[src/rtl/bp_fe_bp_update_ctrl.sv]
// Branch-predictor table-port controller: post-reset/flush clear sweep, update FIFO, fetch/write arbitration.
// Optional same-cycle update bypass when BP_FE_BP_UPDATE_BYPASS_EN is defined.
module bp_fe_bp_update_ctrl #(
    parameter int eaddr_width_p    = 16,
    parameter int btb_indx_width_p = 4,
    parameter int bht_indx_width_p = 3,
    parameter int fifo_els_p       = 2,
    parameter int starve_limit_p   = 4
) (
    input  logic                        clk_i,
    input  logic                        reset_i,
    input  logic                        flush_i,
    // Update handshake: a transfer happens in exactly the cycles where upd_v_i and upd_ready_o are both 1.
    input  logic                        upd_v_i,
    output logic                        upd_ready_o,
    input  logic                        upd_correct_i,
    input  logic [btb_indx_width_p-1:0] upd_btb_indx_i,
    input  logic [bht_indx_width_p-1:0] upd_bht_indx_i,
    input  logic [eaddr_width_p-1:0]    upd_tgt_i,
    input  logic                        fetch_r_v_i,
    output logic                        fetch_stall_o,
    output logic                        tbl_r_v_o,
    output logic                        tbl_w_v_o,
    output logic                        tbl_w_clear_o,
    output logic                        tbl_w_correct_o,
    output logic [btb_indx_width_p-1:0] tbl_w_btb_indx_o,
    output logic [bht_indx_width_p-1:0] tbl_w_bht_indx_o,
    output logic [eaddr_width_p-1:0]    tbl_w_tgt_o,
    output logic                        busy_o,
    output logic                        dbg_state_o
);

    localparam int sweep_w_lp  = (btb_indx_width_p > bht_indx_width_p) ? btb_indx_width_p : bht_indx_width_p;
    localparam int ptr_w_lp    = $clog2(fifo_els_p);
    localparam int cnt_w_lp    = ptr_w_lp + 1;
    localparam int starve_w_lp = $clog2(starve_limit_p + 1);
    localparam int entry_w_lp  = 1 + btb_indx_width_p + bht_indx_width_p + eaddr_width_p;

    localparam logic [0:0] state_clear = 1'b0;
    localparam logic [0:0] state_run   = 1'b1;

    localparam logic [cnt_w_lp-1:0]    fifo_full_lp  = cnt_w_lp'(fifo_els_p);
    localparam logic [starve_w_lp-1:0] starve_max_lp = starve_w_lp'(starve_limit_p);

    logic [0:0]             state_r;
    logic [sweep_w_lp-1:0]  sweep_r;
    logic [ptr_w_lp-1:0]    wr_ptr_r;
    logic [ptr_w_lp-1:0]    rd_ptr_r;
    logic [cnt_w_lp-1:0]    count_r;
    logic [starve_w_lp-1:0] starve_r;
    logic [entry_w_lp-1:0]  mem_r [fifo_els_p];

    logic                        in_run;
    logic                        fifo_empty;
    logic                        fifo_full;
    logic                        starve_hit;
    logic                        write_win;
    logic                        bypass_w;
    logic                        upd_fire;
    logic [entry_w_lp-1:0]       upd_entry;
    logic [entry_w_lp-1:0]       head_entry;
    logic                        head_correct;
    logic [btb_indx_width_p-1:0] head_btb;
    logic [bht_indx_width_p-1:0] head_bht;
    logic [eaddr_width_p-1:0]    head_tgt;

    assign in_run     = (state_r == state_run) && !reset_i;
    assign fifo_empty = (count_r == '0);
    assign fifo_full  = (count_r == fifo_full_lp);
    assign starve_hit = (starve_r == starve_max_lp);

    assign upd_entry  = {upd_correct_i, upd_btb_indx_i, upd_bht_indx_i, upd_tgt_i};
    assign head_entry = mem_r[rd_ptr_r];
    assign {head_correct, head_btb, head_bht, head_tgt} = head_entry;

    // A flushing cycle neither accepts nor drains updates: everything queued is about to be discarded.
    assign upd_ready_o = in_run && !flush_i && !fifo_full;
    assign write_win   = in_run && !flush_i && !fifo_empty
                         && (!fetch_r_v_i || fifo_full || starve_hit);

`ifdef BP_FE_BP_UPDATE_BYPASS_EN
    assign bypass_w = upd_ready_o && fifo_empty && !fetch_r_v_i && upd_v_i;
`else
    assign bypass_w = 1'b0;
`endif

    assign upd_fire = upd_v_i && upd_ready_o && !bypass_w;

    assign busy_o        = reset_i || (state_r == state_clear);
    assign tbl_r_v_o     = in_run && fetch_r_v_i && !write_win;
    assign fetch_stall_o = fetch_r_v_i && !tbl_r_v_o;
    assign dbg_state_o   = state_r;

    always_comb begin
        tbl_w_v_o        = 1'b0;
        tbl_w_clear_o    = 1'b0;
        tbl_w_correct_o  = 1'b0;
        tbl_w_btb_indx_o = '0;
        tbl_w_bht_indx_o = '0;
        tbl_w_tgt_o      = '0;
        if (!reset_i) begin
            if (state_r == state_clear) begin
                tbl_w_v_o        = 1'b1;
                tbl_w_clear_o    = 1'b1;
                tbl_w_btb_indx_o = sweep_r[btb_indx_width_p-1:0];
                tbl_w_bht_indx_o = sweep_r[bht_indx_width_p-1:0];
            end else if (write_win) begin
                tbl_w_v_o        = 1'b1;
                tbl_w_correct_o  = head_correct;
                tbl_w_btb_indx_o = head_btb;
                tbl_w_bht_indx_o = head_bht;
                tbl_w_tgt_o      = head_tgt;
            end else if (bypass_w) begin
                tbl_w_v_o        = 1'b1;
                tbl_w_correct_o  = upd_correct_i;
                tbl_w_btb_indx_o = upd_btb_indx_i;
                tbl_w_bht_indx_o = upd_bht_indx_i;
                tbl_w_tgt_o      = upd_tgt_i;
            end
        end
    end

    always_ff @(posedge clk_i or posedge reset_i) begin
        if (reset_i) begin
            state_r <= state_clear;
            sweep_r <= '0;
        end else if (flush_i) begin
            state_r <= state_clear;
            sweep_r <= '0;
        end else if (state_r == state_clear) begin
            sweep_r <= sweep_r + sweep_w_lp'(1);
            if (sweep_r == '1) begin
                state_r <= state_run;
            end
        end
    end

    // Pointers wrap naturally because the depth is a power of two.
    always_ff @(posedge clk_i or posedge reset_i) begin
        if (reset_i) begin
            wr_ptr_r <= '0;
            rd_ptr_r <= '0;
            count_r  <= '0;
        end else if (flush_i) begin
            wr_ptr_r <= '0;
            rd_ptr_r <= '0;
            count_r  <= '0;
        end else begin
            if (upd_fire) begin
                wr_ptr_r <= wr_ptr_r + ptr_w_lp'(1);
            end
            if (write_win) begin
                rd_ptr_r <= rd_ptr_r + ptr_w_lp'(1);
            end
            case ({upd_fire, write_win})
                2'b10:   count_r <= count_r + cnt_w_lp'(1);
                2'b01:   count_r <= count_r - cnt_w_lp'(1);
                default: count_r <= count_r;
            endcase
        end
    end

    always_ff @(posedge clk_i) begin
        if (upd_fire) begin
            mem_r[wr_ptr_r] <= upd_entry;
        end
    end

    // Counts cycles a queued update has lost to fetch; reaching the limit forces the next write.
    always_ff @(posedge clk_i or posedge reset_i) begin
        if (reset_i) begin
            starve_r <= '0;
        end else if (flush_i || !in_run || write_win || fifo_empty) begin
            starve_r <= '0;
        end else if (!starve_hit) begin
            starve_r <= starve_r + starve_w_lp'(1);
        end
    end

endmodule

[config.mk]
export PLATFORM = sky130hd
export DESIGN_NAME = bp_fe_bp_update_ctrl
export DESIGN_NICKNAME = d
export VERILOG_FILES = /design/src/rtl/bp_fe_bp_update_ctrl.sv
export SDC_FILE = /design/constraint.sdc
export NUM_CORES = 1
export LEC_CHECK = 0
export ABC_AREA = 1
export BUFFER_PORTS_ARGS = -buffer_cell sky130_fd_sc_hd__buf_2
export CORE_MARGIN = 2
export CORE_UTILIZATION = 53
export CTS_BUF_LIST = sky130_fd_sc_hd__clkbuf_8 sky130_fd_sc_hd__clkbuf_16
export CTS_CLUSTER_SIZE = 14
export DETAILED_ROUTE_END_ITERATION = 7
export GPL_ROUTABILITY_DRIVEN = 1
export MAX_ROUTING_LAYER = met4
export PLACE_DENSITY = 0.86
export SYNTH_ARGS = -nofsm -noshare
export SYNTH_HDL_FRONTEND = slang
export SYNTH_SLANG_ARGS = --single-unit
export TNS_END_PERCENT = 50
[constraint.sdc]
create_clock -name clk_i -period 2.62 [get_ports clk_i]
set_clock_uncertainty 0.2 [all_clocks]
set_input_delay 0.393 -clock clk_i [delete_from_list [all_inputs] [get_ports clk_i]]
set_output_delay 0.393 -clock clk_i [all_outputs]
set_load 0.1 [all_outputs]
==> qor.yml, run 1 <==
cts:
  cts-root-buf: "clkbuf_8"
  clk_latency_ns: 0.33
  clockBufferDepth: 2
  h-tree-depth: 3
  cts_tree: "done"
  cts_sinks: 60
  cts-buffers-inserted: 9
  clk_pin_slew_ns: 0.07
yosys:
  yosys_warnings: 0
  synth_area_leaders: "edfxtp_1, dfrtp_1, nand2_1"
  synthSimpleGateAreaFrac_pct: 16.0
  synth.area.mux_share_pct: 0
  synth-seq-cells: 60
  synth_top_family_by_area: "simple AND/OR/NAND/NOR gates"
  synth-compound-area-share_pct: 8.77
  synth_area_um2: 2540
  synth_nets: 256
  synth-xor-area-share_pct: 0.345
  synth.distinct_cells: 28
  synthAdderAreaFrac_pct: 1.48
  synth.avg_cell_area_um2: 11.3
  yosysSeqAreaShare_pct: 68.6
  yosys.area.top_type: "edfxtp_1"
  synth.top_cell.area_share_pct: 56.7
  syn_inst: 224
timing:
  tns_ns: 0
  relSlewSlack_pct: 67.7
  fin_crit_sh_pct: 97.9
  hold_viol_final: 0
  max_freq_mhz: 390
  timing_worst_slew_pin_value_ns: 0.487
  slew_viol_final: 0
  setup_viol: 0
  period_minus_slack_ns: 2.56
  finalWorstSetupSlack_ns: 0.0560
power_and_ir_drop:
  p_int_uw: 1470
  irDropWorstVdd_uv: 426
  p_clk_share_pct: 35.7
  p_sw_share_pct: 25.6
  switchingPower_uw: 506
  power_density_nw_per_um2: 551
  p_comb_share_pct: 10.8
  p_leak_uw: 0.00141
  p_seq_share_pct: 53.5
routing:
  wl_per_cell_um: 15.4
  drt_iter0_drc: 112
  via_count: 1937
  dr.pass1.iters: 4
  routed_wirelength_um: 5480
  drt.antenna.violating_nets: 0
  vias_per_cell: 5.44
  drc: 0
hold_path:
  hold_class: "input port to flop"
  worstHoldStart: "upd_tgt_i[7]"
  hold_end: "mem_r[0][7]"
  whs_path_depth: 1
floorplan:
  die_y_um: 73.2
  coreArea_um2: 4660
  start_util_pct: 54.5
  die_x_um: 73.2
  io_pins: 60
  die_area_um2: 5360
  rows: 25
layout:
  num_antenna_cells: 0
  final_common_cell: "nand2_1"
  area_growth_pct: 41.4
  finalNetCount: 329
  final_cell_mix: "nand2_1, edfxtp_1, buf_2, inv_1, a21oi_4"
  drive_above_1_share_pct: 44.0
grt:
  overflow: 0
  grt_max_degree: 25
  antenna_found_initial: 0
  grt_pass1_vias: 1933
  grt_pass1_wl_um: 8450
  grt_use_total_pct: 22.1
place:
  gp_congestion: 0.774
  dp_slack_ns: 0.306
  io_buffers: 59
  hpwl_um: 3710
worst_setup_path:
  endpoint_kind: "primary output"
  crit_type: "flop to primary output"
  critPathArrivalTime_ns: 1.97
  r2r-end: "mem_r[1][6]"
  crit_fanout: 10
  r2r_setup_slack_ns: 0.45
  startpoint_type: "flop"
  r2r-start: "dbg_state_o"
  r2r_cells: 6
  required_ns: 2.03
status:
  status: "completed"
flow_run:
  drv_cap: 0
==> critical path: stages (launching register included) <==
cell and delay (ns):
dfrtp_4 0.49, nand3_1 0.13, nor2_2 0.16, nand2_2 0.14
buf_12 0.19, a21oi_4 0.10, buf_2 0.43
==> synth_stat cells <==
cell      number
nor2_1        14
inv_1         17
nor3_1         4
o21ai_1        1
nor2_2         2
nor3_2         1
inv_2          2
nand3_1        3
a21oi_1       35
nand2_1       53
a31oi_1        1
edfxtp_1      48
o41ai_1        1
nand3_2        3
o21ai_0        3
nor2_4         2
buf_2          3
nand4_1        3
o31ai_2        1
clkinv_1       1
dfrtp_1       12
nor4_1         1
ha_1           3
nand2_2        3
buf_4          1
clkbuf_1       4
buf_6          1
xnor2_1        1
==> flip-flops by register name (all words and copies together) (netlist names) <==
name / count
rd_ptr_r: 1
count_r: 2
wr_ptr_r: 1
dbg_state_o: 1
sweep_r: 4
mem_r: 48
starve_r: 3
==> per-stage QoR <==
step	power, µW	hold slack (ns)	utilization [%]	instance area [µm²]	cells
after global routing	2040	0.0294	77.0	3590	356
after detailed placement	1280	0.256	71.8	3340	337
after global placement	1270	0.246	71.8	3340	337
final	1980	0.0491	77.0	3590	356
after CTS	1980	0.0302	75.7	3530	354
after floorplan	1200	-0.00405	-	2790	224
==> cells by family after synthesis <==
kind of cell / after synthesis
simple gates: 89
flops: 60
compound gates: 42
buf+inv: 29
fa+ha+maj: 3
xor+xnor: 1
==> per-layer routing <==
layer | part of all wire [%] | track usage, % | up-vias
li1 | - | - | 915
met1 | 41 | 25.4 | 940
met2 | 52 | 36.6 | 72
met3 | 5.6 | 6.63 | 10
met4 | 1.3 | 7.61 | 0
met5 | 0 | - | -
==> timing repair <==
| item | 4_1_cts | 5_1_grt |
|---|---|---|
| pin swaps | 0 | 3 |
| resized for setup | 2 | 16 |
| endpoints found under the hold margin | 12 | 0 |
| hold buffers | 1 | 0 |
| setup endpoints to repair | 2 | 18 |
| setup buffers | 0 | 2 |
==> cell type report <==
class                           instances  area [µm²]
Clock buffer                           10         138
Tap cell                               54        67.6
Multi-Input combinational cell        135         936
Clock inverter                          6        32.5
Inverter                               20        75.1
Timing Repair Buffer                   71         597
Fill cell                             296        1070
Sequential cell                        60        1750
==> power groups by stage <==
stage | clock network (µW) | logic, µW | registers [µW]
after floorplan | 0 | 130 | 1070
final | 708 | 214 | 1060
after global placement | 0 | 194 | 1080
after global routing | 755 | 228 | 1060
after detailed placement | 0 | 202 | 1080
after CTS | 719 | 207 | 1060
==> how the worst max path moves through the flow <==
stage,startpoint,end,slack (ns),depth (start not counted)
after floorplan,dbg_state_o,fetch_stall_o,-0.56,5
after global placement,flush_i,fetch_stall_o,0.36,8
after detailed placement,flush_i,tbl_w_tgt_o[8],0.31,8
after CTS,dbg_state_o,tbl_w_bht_indx_o[0],0.005,7
after global routing,starve_r[0],tbl_w_bht_indx_o[0],-0.03,9
final,dbg_state_o,tbl_w_tgt_o[5],0.06,6
No activity file was read; power rests on OpenSTA's default activity.
==> run 2, diff against run 1 <==
--- a/config.mk
+++ b/config.mk
@@ -7,7 +7,6 @@
 export LEC_CHECK = 0
 export ABC_AREA = 1
 export BUFFER_PORTS_ARGS = -buffer_cell sky130_fd_sc_hd__buf_2
-export CORE_MARGIN = 2
 export CORE_UTILIZATION = 53
 export CTS_BUF_LIST = sky130_fd_sc_hd__clkbuf_8 sky130_fd_sc_hd__clkbuf_16
 export CTS_CLUSTER_SIZE = 14
==> constraint.sdc (replaced) <==
create_clock -name clk_i -period 2.4 [get_ports clk_i]
set_clock_uncertainty 0.2 [all_clocks]
set_input_delay 0.36 -clock clk_i [delete_from_list [all_inputs] [get_ports clk_i]]
set_output_delay 0.36 -clock clk_i [all_outputs]
set_load 0.1 [all_outputs]
==> qor.yml, run 2 (synthesis results as in run 1) <==
status:
  status: "finished, violations left"
  violations: "design-rule violations, negative setup slack"
layout:
  nFillCells: 148
  finalInstanceArea_um2: 4040
  num_antenna_cells: 0
  largest_register: "mem_r"
  finish.utilization_pct: 90.2
  largest_register_ffs: 48
  drive_above_1_share_pct: 46.7
  finalNetCount: 345
  seqCellArea_um2: 1750
  multiInputGateArea_um2: 1020
  reg.largest.list: "mem_r: 48 flops, sweep_r: 4 flops, starve_r: 3 flops"
  area_growth_pct: 59.0
  final_common_cell: "nand2_1"
  final_cell_mix: "nand2_1, edfxtp_1, buf_2, buf_12, a21oi_4"
worst_setup_path:
  r2r_cells: 6
  endpoint_kind: "primary output"
  crit_type: "flop to primary output"
  required_ns: 1.84
  startpoint_type: "flop"
  crit_fanout: 11
  critPathArrivalTime_ns: 1.95
routing:
  drt.antenna.violating_nets: 0
  vias_per_cell: 6.09
  wl_per_cell_um: 21.7
  via_count: 2246
  routed_wirelength_um: 8000
  drc: 2
  drt_iter0_drc: 238
  dr.pass1.iters: 7
timing:
  relSlewSlack_pct: 62.5
  slew_viol_final: 0
  finalWorstSetupSlack_ns: -0.110
  grt_setup_unrepaired: "yes"
  timing_worst_slew_pin_value_ns: 0.558
  period_minus_slack_ns: 2.51
  fin_crit_sh_pct: 105
  hold_viol_final: 0
  tns_ns: -1.07
  max_freq_mhz: 398
  setup_viol: 24
cts:
  clockBufferDepth: 2
  cts_sinks: 60
  h-tree-depth: 3
  cts-root-buf: "clkbuf_8"
  cts_tree: "done"
  cts-buffers-inserted: 9
  clk_pin_slew_ns: 0.07
  clk_latency_ns: 0.34
place:
  gp_congestion: 0.931
  io_buffers: 59
  hpwl_um: 4330
  placed_cell_area_um2: 3680
floorplan:
  io_pins: 60
  die_x_um: 71.2
  die_y_um: 71.2
  rows: 24
  coreArea_um2: 4470
  start_util_pct: 56.8
  die_area_um2: 5070
flow_run:
  drv_cap: 0
hold_path:
  hold_class: "input port to flop"
  whs_path_depth: 1
grt:
  grt_use_total_pct: 33.5
  antenna_found_initial: 0
  overflow: 0
  grt_max_degree: 25
  grt_pass1_wl_um: 11900
  grt_pass1_vias: 2285
power_and_ir_drop:
  irDropWorstVdd_uv: 553
  finalPower_uw: 2280
  p_leak_uw: 0.00156
  power_density_nw_per_um2: 564
run 2: cell count changes in the layout (fill, tap and decap cells not counted), sizes merged:
cell,delta
inv,+2
bufinv,+1
buf,+28
clkinv,-3
clkbuf,-13
run 2: worst paths after layout:
check	from	end	slack [ns]
worst max-delay path	dbg_state_o	tbl_w_btb_indx_o[0]	-0.11
worst min-delay path	upd_tgt_i[14]	mem_r[1][14]	0.008
worst max register to register	dbg_state_o	mem_r[1][16]	0.18
worst min register to register	starve_r[0]	starve_r[0]	0.34
max in group asynchronous	reset_i	dbg_state_o	1.34
min in group asynchronous	reset_i	starve_r[1]	0.48
run 2: layout make-up:
type	instances	area share [%]
Timing Repair Buffer	87	23.7
Clock buffer	9	3.07
Clock inverter	6	1.24
Tap cell	52	1.61
Inverter	20	1.92
Multi-Input combinational cell	135	25.2
Sequential cell	60	43.2
run 2: report_power, final:
group	internal (µW)	switching (µW)
logic	86.3	177
clock network	457	396
registers	1140	23.9
total	1680	597
run 2: what timing repair did:
action                                  4_1_cts  5_1_grt
pin swaps                                     6        4
setup buffers                                10        6
gates cloned                                  0        0
hold buffers                                  1        0
hold endpoints to repair                     12        0
endpoints found under the setup margin       25       25
gates resized for setup                       8        4
run 2: per-layer routing:
layer / GRT usage, % / up-vias / share of wire (%) / wire length [µm]
met4: 20.2 / 0 / 4.7 / 378
met2: 53.8 / 163 / 52 / 4140
met3: 7.45 / 45 / 7.6 / 611
met5: - / - / 0 / 0
met1: 38.8 / 1094 / 36 / 2880
li1: - / 944 / - / -
run 2: critical path: stages, from the launching register on:
cell and delay (ns):
dfrtp_4 0.45, inv_4 0.08, nor2_4 0.16, nand3_2 0.12, nor2_4 0.23, buf_6 0.14, a21oi_4 0.04, a21oi_4 0.18
buf_12 0.19
run 2: through the flow:
stage | hold WS, ns | worst slack (ns) | instances
global placement | 0.238 | 0.254 | 337
finish | 0.00782 | -0.110 | 369
floorplan | -0.0371 | -0.749 | 224
global route | 0.00290 | -0.157 | 369
detailed placement | 0.241 | 0.236 | 337
CTS | 0.00609 | -0.0362 | 363
==> run 3, diff against run 2 <==
--- a/config.mk
+++ b/config.mk
@@ -14,6 +14,7 @@
 export GPL_ROUTABILITY_DRIVEN = 1
 export MAX_ROUTING_LAYER = met4
 export PLACE_DENSITY = 0.86
+export SKIP_LAST_GASP = 1
 export SYNTH_ARGS = -nofsm -noshare
 export SYNTH_HDL_FRONTEND = slang
 export SYNTH_SLANG_ARGS = --single-unit
==> qor.yml, run 3 (synthesis results as in run 1) <==
worst_setup_path:
  path_cells: "inv_4 > nor2_4 > nand3_2 > nor2_4 > buf_6 > a21oi_4 > a21oi_4 > buf_12"
  endpoint_kind: "primary output"
  crit_fanout: 11
  critPathSlowestCell: "dfrtp_4"
  path_delay_family: "simple AND/OR/NAND/NOR gates"
  critPathArrivalTime_ns: 1.95
  crit_type: "flop to primary output"
  cpPeakStageDelay_ns: 0.45
  critPathLaunch: "dbg_state_o"
  r2r-start: "dbg_state_o"
  startpoint_type: "flop"
  r2r_setup_slack_ns: 0.18
  crit_buf_inv: 3
  required_ns: 1.84
layout:
  drive_above_1_share_pct: 46.7
  num_antenna_cells: 0
  reg.largest.list: "mem_r: 48 flops, sweep_r: 4 flops, starve_r: 3 flops"
  nFillCells: 148
  final_cell_mix: "nand2_1, edfxtp_1, buf_2, buf_12, a21oi_4"
  stdcell_count: 369
  largest_register_ffs: 48
  final_common_cell: "nand2_1"
  area_growth_pct: 59.0
  finalNetCount: 345
  largest_register: "mem_r"
power_and_ir_drop:
  power_density_nw_per_um2: 564
  p_seq_share_pct: 51.0
  irDropWorstVdd_uv: 553
  switchingPower_uw: 598
  p_leak_uw: 0.00156
  p_int_uw: 1680
  p_clk_share_pct: 37.5
  p_sw_share_pct: 26.2
  p_comb_share_pct: 11.6
cts:
  clk_latency_ns: 0.34
  cts-buffers-inserted: 9
  clockBufferDepth: 2
  cts_tree: "done"
  cts_sinks: 60
  h-tree-depth: 3
  cts-root-buf: "clkbuf_8"
  clk_pin_slew_ns: 0.07
routing:
  vias_per_cell: 6.08
  routed_wirelength_um: 8020
  drc: 2
  drt.antenna.violating_nets: 0
  drt_iter0_drc: 236
  via_count: 2243
  dr.pass1.iters: 7
  wl_per_cell_um: 21.7
timing:
  finalWorstSetupSlack_ns: -0.110
  grt_setup_unrepaired: "yes"
  setup_viol: 24
  fin_crit_sh_pct: 105
  timing_worst_slew_pin_value_ns: 0.558
  max_freq_mhz: 398
  slew_viol_final: 0
  hold_viol_final: 0
  relSlewSlack_pct: 62.5
  period_minus_slack_ns: 2.51
floorplan:
  rows: 24
  start_util_pct: 56.8
  die_y_um: 71.2
  die_area_um2: 5070
  coreArea_um2: 4470
  io_pins: 60
  die_x_um: 71.2
grt:
  antenna_found_initial: 0
  grt_pass1_vias: 2285
  grt_pass1_wl_um: 11900
  overflow: 0
  grt_use_total_pct: 33.5
  grt_max_degree: 25
status:
  violations: "design-rule violations, negative setup slack"
  status: "finished, violations left"
place:
  io_buffers: 59
  hpwl_um: 4330
  dp_slack_ns: 0.236
  post-place-cells: 337
  gp_congestion: 0.931
hold_path:
  worstHoldStart: "upd_tgt_i[14]"
  hold_class: "input port to flop"
flow_run:
  drv_cap: 0
run 3: layer usage:
| layer | routed length (µm) | share of wire [%] | GRT usage, % | up-vias |
|---|---|---|---|---|
| li1 | - | - | - | 944 |
| met1 | 2870 | 36 | 38.8 | 1089 |
| met5 | 0 | 0 | - | - |
| met3 | 623 | 7.8 | 7.45 | 45 |
| met4 | 378 | 4.7 | 20.2 | 0 |
| met2 | 4140 | 52 | 53.8 | 165 |
run 3: cell type report:
class | count | area [µm²] | area share, %
Sequential cell | 60 | 1750 | 43.2
Timing Repair Buffer | 87 | 957 | 23.7
Inverter | 20 | 77.6 | 1.92
Multi-Input combinational cell | 135 | 1020 | 25.2
Clock buffer | 9 | 124 | 3.07
Clock inverter | 6 | 50.0 | 1.24
Tap cell | 52 | 65.1 | 1.61
run 3: stage by stage:
step / hold WS [ns] / utilization (%) / setup TNS (ns) / total power (µW) / cell area [µm²]
after CTS: 0.00609 / 88.9 / -0.118 / 2230 / 3980
after detailed placement: 0.241 / 82.2 / 0 / 1410 / 3680
after floorplan: -0.0371 / - / -9.83 / 1320 / 2870
final: 0.00777 / 90.2 / -1.09 / 2280 / 4040
after global placement: 0.238 / 82.2 / 0 / 1400 / 3680
after global routing: 0.00290 / 90.2 / -2.18 / 2320 / 4040
run 3: worst paths after layout:
path / endpoint / cells past startpoint
worst max-delay path: tbl_w_btb_indx_o[0] / 8
worst min-delay path: mem_r[1][14] / 1
worst max register to register: mem_r[1][16] / 6
worst min register to register: starve_r[0] / 2
max in group asynchronous: dbg_state_o / 4
min in group asynchronous: starve_r[1] / 4
run 3: timing repair:
item                       4_1_cts  5_1_grt
setup endpoints to repair       25       25
resized for setup                8        4
hold endpoints to repair        12        0
hold buffers                     1        0
setup buffers                   10        6
pin swaps                        6        3
run 3: power groups by stage:
stage	logic (µW)	registers [µW]	clock network, µW
after floorplan	144	1170	0
after global routing	274	1160	878
after detailed placement	231	1180	0
final	263	1160	854
after global placement	219	1180	0
after CTS	247	1160	827
